**config.mk**
```make
export PLATFORM = sky130hd
export DESIGN_NAME = rename_regfile
export DESIGN_NICKNAME = d
export VERILOG_FILES = /design/src/rtl/rename_regfile.sv
export SDC_FILE = /design/constraint.sdc
export NUM_CORES = 2
export LEC_CHECK = 0
export BUFFER_PORTS_ARGS = -buffer_cell sky130_fd_sc_hd__buf_2
export CAP_MARGIN = 20
export CORE_MARGIN = 10
export CORE_UTILIZATION = 45
export CTS_CLUSTER_DIAMETER = 150
export DETAILED_ROUTE_END_ITERATION = 7
export SYNTH_ARGS = -nofsm -noshare
export SYNTH_HDL_FRONTEND = slang
export SYNTH_SLANG_ARGS = --single-unit
```
**constraint.sdc**
```tcl
create_clock -name clk -period 5.1 [get_ports clk]
set_clock_uncertainty 0.05 [all_clocks]
set_input_delay 1.02 -clock clk [delete_from_list [all_inputs] [get_ports clk]]
set_output_delay 1.02 -clock clk [all_outputs]
set_load 0.005 [all_outputs]
```
**src/rtl/rename_regfile.sv**
```systemverilog
// rename_regfile: architectural register file with per-register rename busy/tag, registered read ports, commit extension and flush.
module rename_regfile #(
  parameter int XLEN  = 32,
  parameter int NREG  = 32,
  parameter int IDX_W = 5,
  parameter int TAG_W = 4,
  parameter int NREAD = 2
) (
  input  logic                   clk,
  input  logic                   rst_n,
  input  logic [NREAD-1:0]       rd_req_i,
  input  logic [NREAD*IDX_W-1:0] rd_idx_i,
  output logic [NREAD-1:0]       rd_valid_o,
  output logic [NREAD*XLEN-1:0]  rd_data_o,
  output logic [NREAD-1:0]       rd_busy_o,
  output logic [NREAD*TAG_W-1:0] rd_tag_o,
  input  logic                   alloc_en_i,
  input  logic [IDX_W-1:0]       alloc_idx_i,
  input  logic [TAG_W-1:0]       alloc_tag_i,
  input  logic                   commit_en_i,
  input  logic [IDX_W-1:0]       commit_idx_i,
  input  logic [TAG_W-1:0]       commit_tag_i,
  input  logic [XLEN-1:0]        commit_data_i,
  input  logic                   commit_ext_i,
  input  logic [2:0]             commit_size_i,
  input  logic                   flush_i
);
  logic [XLEN-1:0]  regs [NREG];
  logic [TAG_W-1:0] tags [NREG];
  logic [NREG-1:0]  busy;
  logic [XLEN-1:0]  ext_data;
  logic             cwr, cclr, awr;
  logic [XLEN-1:0]  r_data [NREAD];
  logic [TAG_W-1:0] r_tag [NREAD];
  logic [NREAD-1:0] r_busy;
  always_comb begin
    ext_data = !commit_ext_i            ? commit_data_i :
               commit_size_i == 3'b000 ? XLEN'($signed(commit_data_i[7:0])) :
               commit_size_i == 3'b001 ? XLEN'($signed(commit_data_i[15:0])) :
               commit_size_i == 3'b010 ? XLEN'($signed(commit_data_i[31:0])) :
               commit_size_i == 3'b100 ? XLEN'(commit_data_i[7:0]) :
               commit_size_i == 3'b101 ? XLEN'(commit_data_i[15:0]) : commit_data_i;
  end
  assign cwr  = commit_en_i && commit_idx_i != '0;
  assign cclr = cwr && busy[commit_idx_i] && tags[commit_idx_i] == commit_tag_i;
  assign awr  = alloc_en_i && alloc_idx_i != '0 && !flush_i;
  // reads see the commit's data and busy clear, but not a same-cycle alloc
  for (genvar p = 0; p < NREAD; p++) begin : g_rd
    logic [IDX_W-1:0] i;
    assign i         = rd_idx_i[p*IDX_W +: IDX_W];
    assign r_data[p] = i == '0 ? '0 : (cwr && i == commit_idx_i) ? ext_data : regs[i];
    assign r_busy[p] = !flush_i && i != '0 && busy[i] && !(cclr && i == commit_idx_i);
    assign r_tag[p]  = r_busy[p] ? tags[i] : '0;
  end
  always_ff @(posedge clk) begin
    if (!rst_n) begin
      for (int r = 0; r < NREG; r++) begin
        regs[r] <= '0;
        tags[r] <= '0;
      end
      busy       <= '0;
      rd_valid_o <= '0;
      rd_data_o  <= '0;
      rd_busy_o  <= '0;
      rd_tag_o   <= '0;
    end else begin
      if (cwr) regs[commit_idx_i] <= ext_data;
      if (flush_i) begin
        busy <= '0;
        for (int r = 0; r < NREG; r++) tags[r] <= '0;
      end else begin
        if (cclr) begin
          busy[commit_idx_i] <= 1'b0;
          tags[commit_idx_i] <= '0;
        end
        if (awr) begin
          busy[alloc_idx_i] <= 1'b1;
          tags[alloc_idx_i] <= alloc_tag_i;
        end
      end
      rd_valid_o <= rd_req_i;
      for (int q = 0; q < NREAD; q++) begin
        if (rd_req_i[q]) begin
          rd_data_o[q*XLEN +: XLEN]   <= r_data[q];
          rd_busy_o[q]                <= r_busy[q];
          rd_tag_o[q*TAG_W +: TAG_W]  <= r_tag[q];
        end
      end
    end
  end
endmodule

```
==> run summary <==
kind of end point of the critical path - flip-flop
relative slew slack - 0.208
first-pass iteration count of the detailed router - 8
post-synth design cell area - 65700 um^2
Yosys cell types - 69
initial core utilization - 0.452
maximum fanout encountered on the critical timing path - 25
startpoint-to-endpoint class of the critical path - in -> reg
TritonCTS buffer count - 139
EDFF count, synth - 1152
Mapped Cells - 4386
flop2flop setup slack - 1.30 ns
startpoint class of the critical path - input pin
layout cell share with drive strength beyond 1 - 0.315
fraction of the mapped netlist area in adder cells - 0
area taken by flip-flops and latches - 36800 um^2
required time of the worst setup path - 5.45 ns
overall die width - 402 um
vias in the first global route - 43900
CTS tree - built
commonest non-fill, non-tap cells in the layout - sky130_fd_sc_hd__edfxtp_1, sky130_fd_sc_hd__nor2_1, sky130_fd_sc_hd__mux4_2, sky130_fd_sc_hd__and3_1, sky130_fd_sc_hd__buf_4
maxcap violations - 0
vias - 44200
worst slew pin tran - 1.19 ns
Fin Hold WS - 0.398 ns
parity-gate share of the synthesized area counting xor and xnor cells - 0.00173
worst voltage drop across the vdd grid - 0.000277 V
port bufs - 146
initial antenna violation count - 5
share of synthesized area spent on multiplexers - 0.278
setup repair after global routing missed its margin - no
PwrDens - 342 nW/um^2
layout net count - 4549
fill cell count - 12000
main combinational cell family by area after synthesis - multiplexers
ratio of final minimum period to clock period - 0.802
cts hold-fix bufs - 0
final period demand of the worst path - 4.09 ns
area share of and/or/nand/nor cells after synthesis - 0.104
most common library cell in the layout ignoring fill and taps - sky130_fd_sc_hd__edfxtp_1
DRC violations left - 0
synth warn - 0
number of max-slew violations in the final report - 0
maximum clock insertion buffer count - 3
Max Freq - 244 MHz
setup repair bufs after CTS - 0
pin count of the biggest net entering global routing - 67
boundary pin count - 147
Clock Sink Count - 1260
number of rows created at floorplan - 140
Routed WL - 239000 um
post-cts repair resize count - 0
antenna violation net count after detailed routing - 0
standard cell core area - 145000 um^2
Root Driver - sky130_fd_sc_hd__clkbuf_16
Hold WC Path Type - reg -> reg
syn avg cell area - 15.0 um^2
estimated wirelength of the detail-placed design - 149000 um
die height - 402 um
wire length of the first global-routing pass - 335000 um
number of levels the H-tree was split into - 4
post-CTS clock slew at the launch and capture registers of the worst setup and hold paths - 0.06 ns
total area of multi-input combinational cells - 27600 um^2
average via count per standard cell - 6.79
register bit count reported by yosys - 1260
leftover overflow at the end of global routing - 0
outcome - finished clean
P_leak - 26.1 nW
relative area change from synthesis to final layout - 13.1%
Compound-Gate Fraction of Synth Area - 0.0287
dominant synthesized flop cell - sky130_fd_sc_hd__edfxtp_1
iteration-0 DRC count of the detailed router - 6610
Skew-Pair Late Insertion Delay - 0.78 ns
overall global routing resource usage - 0.291
placer congestion estimate - 0.952
die area - 162000 um^2
Async SR Flop Fraction - 0
critical path data arrival time - 4.44 ns
mean routed wirelength per cell - 36.8 um
sequential fraction of the synthesis area - 0.559
setup violation total in the final timing report - 0
setup tns final - 0 ns
number of hold violations in the final report - 0
cell families (layout without fill, tap and decap cells):
logic type / count (synthesis) / after routing
other: 1 / 40
xor gates and xnor gates: 13 / 13
and+or+nand+nor: 1491 / 1491
DFF: 1260 / 1260
buffers and inverters: 482 / 653
AOI/OAI and AO/OA: 254 / 254
muxes: 885 / 885
metal layers:
metal | GRT usage | vias up | share of wire
met5 | 0 | - | 0.000075
met4 | 0.116 | 2 | 0.044
met3 | 0.0776 | 546 | 0.12
met2 | 0.448 | 3047 | 0.46
met1 | 0.393 | 23100 | 0.38
li1 | - | 17500 | -
sequential cells by signal, indices dropped and copies added (netlist names):
signal	cells
rd_tag_o	8
rd_valid_o	2
tags	128
busy	32
rd_data_o	64
regs	1024
rd_busy_o	2
synthesized netlist by cell type, types with 3 or more instances:
library cell / number / area share
sky130_fd_sc_hd__a22o_1: 16 / 0.0021
sky130_fd_sc_hd__o21ai_0: 31 / 0.0024
sky130_fd_sc_hd__o221ai_1: 4 / 0.00053
sky130_fd_sc_hd__nand2b_1: 8 / 0.00076
sky130_fd_sc_hd__mux2i_1: 132 / 0.020
sky130_fd_sc_hd__nor3_1: 29 / 0.0022
sky130_fd_sc_hd__or4_1: 3 / 0.00034
sky130_fd_sc_hd__buf_4: 5 / 0.00057
sky130_fd_sc_hd__nand3_1: 14 / 0.0011
sky130_fd_sc_hd__o32ai_1: 6 / 0.00080
sky130_fd_sc_hd__dfxtp_1: 108 / 0.033
sky130_fd_sc_hd__edfxtp_1: 1152 / 0.53
sky130_fd_sc_hd__nand2_1: 212 / 0.012
sky130_fd_sc_hd__o22ai_1: 16 / 0.0015
sky130_fd_sc_hd__buf_6: 4 / 0.00069
sky130_fd_sc_hd__a31o_1: 4 / 0.00053
sky130_fd_sc_hd__o211ai_1: 4 / 0.00046
sky130_fd_sc_hd__o311ai_1: 12 / 0.0016
sky130_fd_sc_hd__nor2b_1: 7 / 0.00067
sky130_fd_sc_hd__a21oi_1: 39 / 0.0030
sky130_fd_sc_hd__nor3b_1: 4 / 0.00046
sky130_fd_sc_hd__xor2_1: 9 / 0.0012
sky130_fd_sc_hd__o31ai_2: 7 / 0.0013
sky130_fd_sc_hd__nor2_1: 795 / 0.045
sky130_fd_sc_hd__buf_1: 60 / 0.0034
sky130_fd_sc_hd__and2_1: 105 / 0.010
sky130_fd_sc_hd__and3_1: 277 / 0.026
sky130_fd_sc_hd__xnor2_1: 4 / 0.00053
sky130_fd_sc_hd__o31ai_1: 11 / 0.0013
sky130_fd_sc_hd__clkbuf_1: 387 / 0.022
sky130_fd_sc_hd__or3_1: 7 / 0.00067
sky130_fd_sc_hd__a32o_1: 48 / 0.0073
sky130_fd_sc_hd__a22oi_1: 4 / 0.00046
sky130_fd_sc_hd__nand4_1: 4 / 0.00038
sky130_fd_sc_hd__o21ai_1: 32 / 0.0024
sky130_fd_sc_hd__a211o_1: 9 / 0.0012
sky130_fd_sc_hd__o311ai_2: 3 / 0.00074
sky130_fd_sc_hd__buf_2: 22 / 0.0017
sky130_fd_sc_hd__mux4_2: 751 / 0.26
power breakdown:
| part | total [mW] | switching, mW | internal [mW] |
|---|---|---|---|
| registers | 12.2 | 0.358 | 11.8 |
| logic | 3.27 | 1.84 | 1.43 |
| clock network | 9.94 | 4.23 | 5.71 |
| total | 25.4 | 6.43 | 19.0 |
stage by stage:
step	cell area, um^2	setup WS [ns]	power, mW	util	cells
6_report	74300	1.01	25.4	0.511	6513
5_1_grt	74300	0.859	26.1	0.511	6509
4_1_cts	74300	1.11	25.4	0.511	6509
3_5_place_dp	69900	0.305	15.6	0.481	6254
3_3_place_gp	69900	0.368	15.6	0.481	6254
2_1_floorplan	65900	0.855	14.3	-	4421
path summary, 6_finish.rpt:
kind | from | endpoint | cells past startpoint
worst max-delay path | commit_idx_i[2] | tags[19][3]$_SDFFCE_PN0P_ | 9
worst min-delay path | rd_busy_o[0]$_SDFFE_PN0P_ | rd_busy_o[0]$_SDFFE_PN0P_ | 2
worst max register to register | tags[10][1]$_SDFFCE_PN0P_ | tags[19][3]$_SDFFCE_PN0P_ | 7
worst min register to register | rd_busy_o[0]$_SDFFE_PN0P_ | rd_busy_o[0]$_SDFFE_PN0P_ | 2
worst max-delay path, stage by stage:
cell                       delay [ns]
sky130_fd_sc_hd__buf_2           0.38
sky130_fd_sc_hd__buf_4           0.30
sky130_fd_sc_hd__nand3b_2        0.27
sky130_fd_sc_hd__o22ai_1         0.28
sky130_fd_sc_hd__a22oi_1         0.13
sky130_fd_sc_hd__and4_1          0.20
sky130_fd_sc_hd__or3_1           0.40
sky130_fd_sc_hd__or4_4           0.77
sky130_fd_sc_hd__o311ai_1        0.65
final cells by class:
| type | instances | share of cell area |
|---|---|---|
| flip-flops and latches | 1260 | 0.494 |
| diodes | 4 | 0.000135 |
| clock buffers | 197 | 0.0522 |
| inverters | 4 | 0.000219 |
| clock inverters | 58 | 0.00700 |
| repair buffers | 394 | 0.0428 |
| multi-input cells | 2679 | 0.371 |
| well taps | 1917 | 0.0323 |
(Power assumes the default switching activity.)
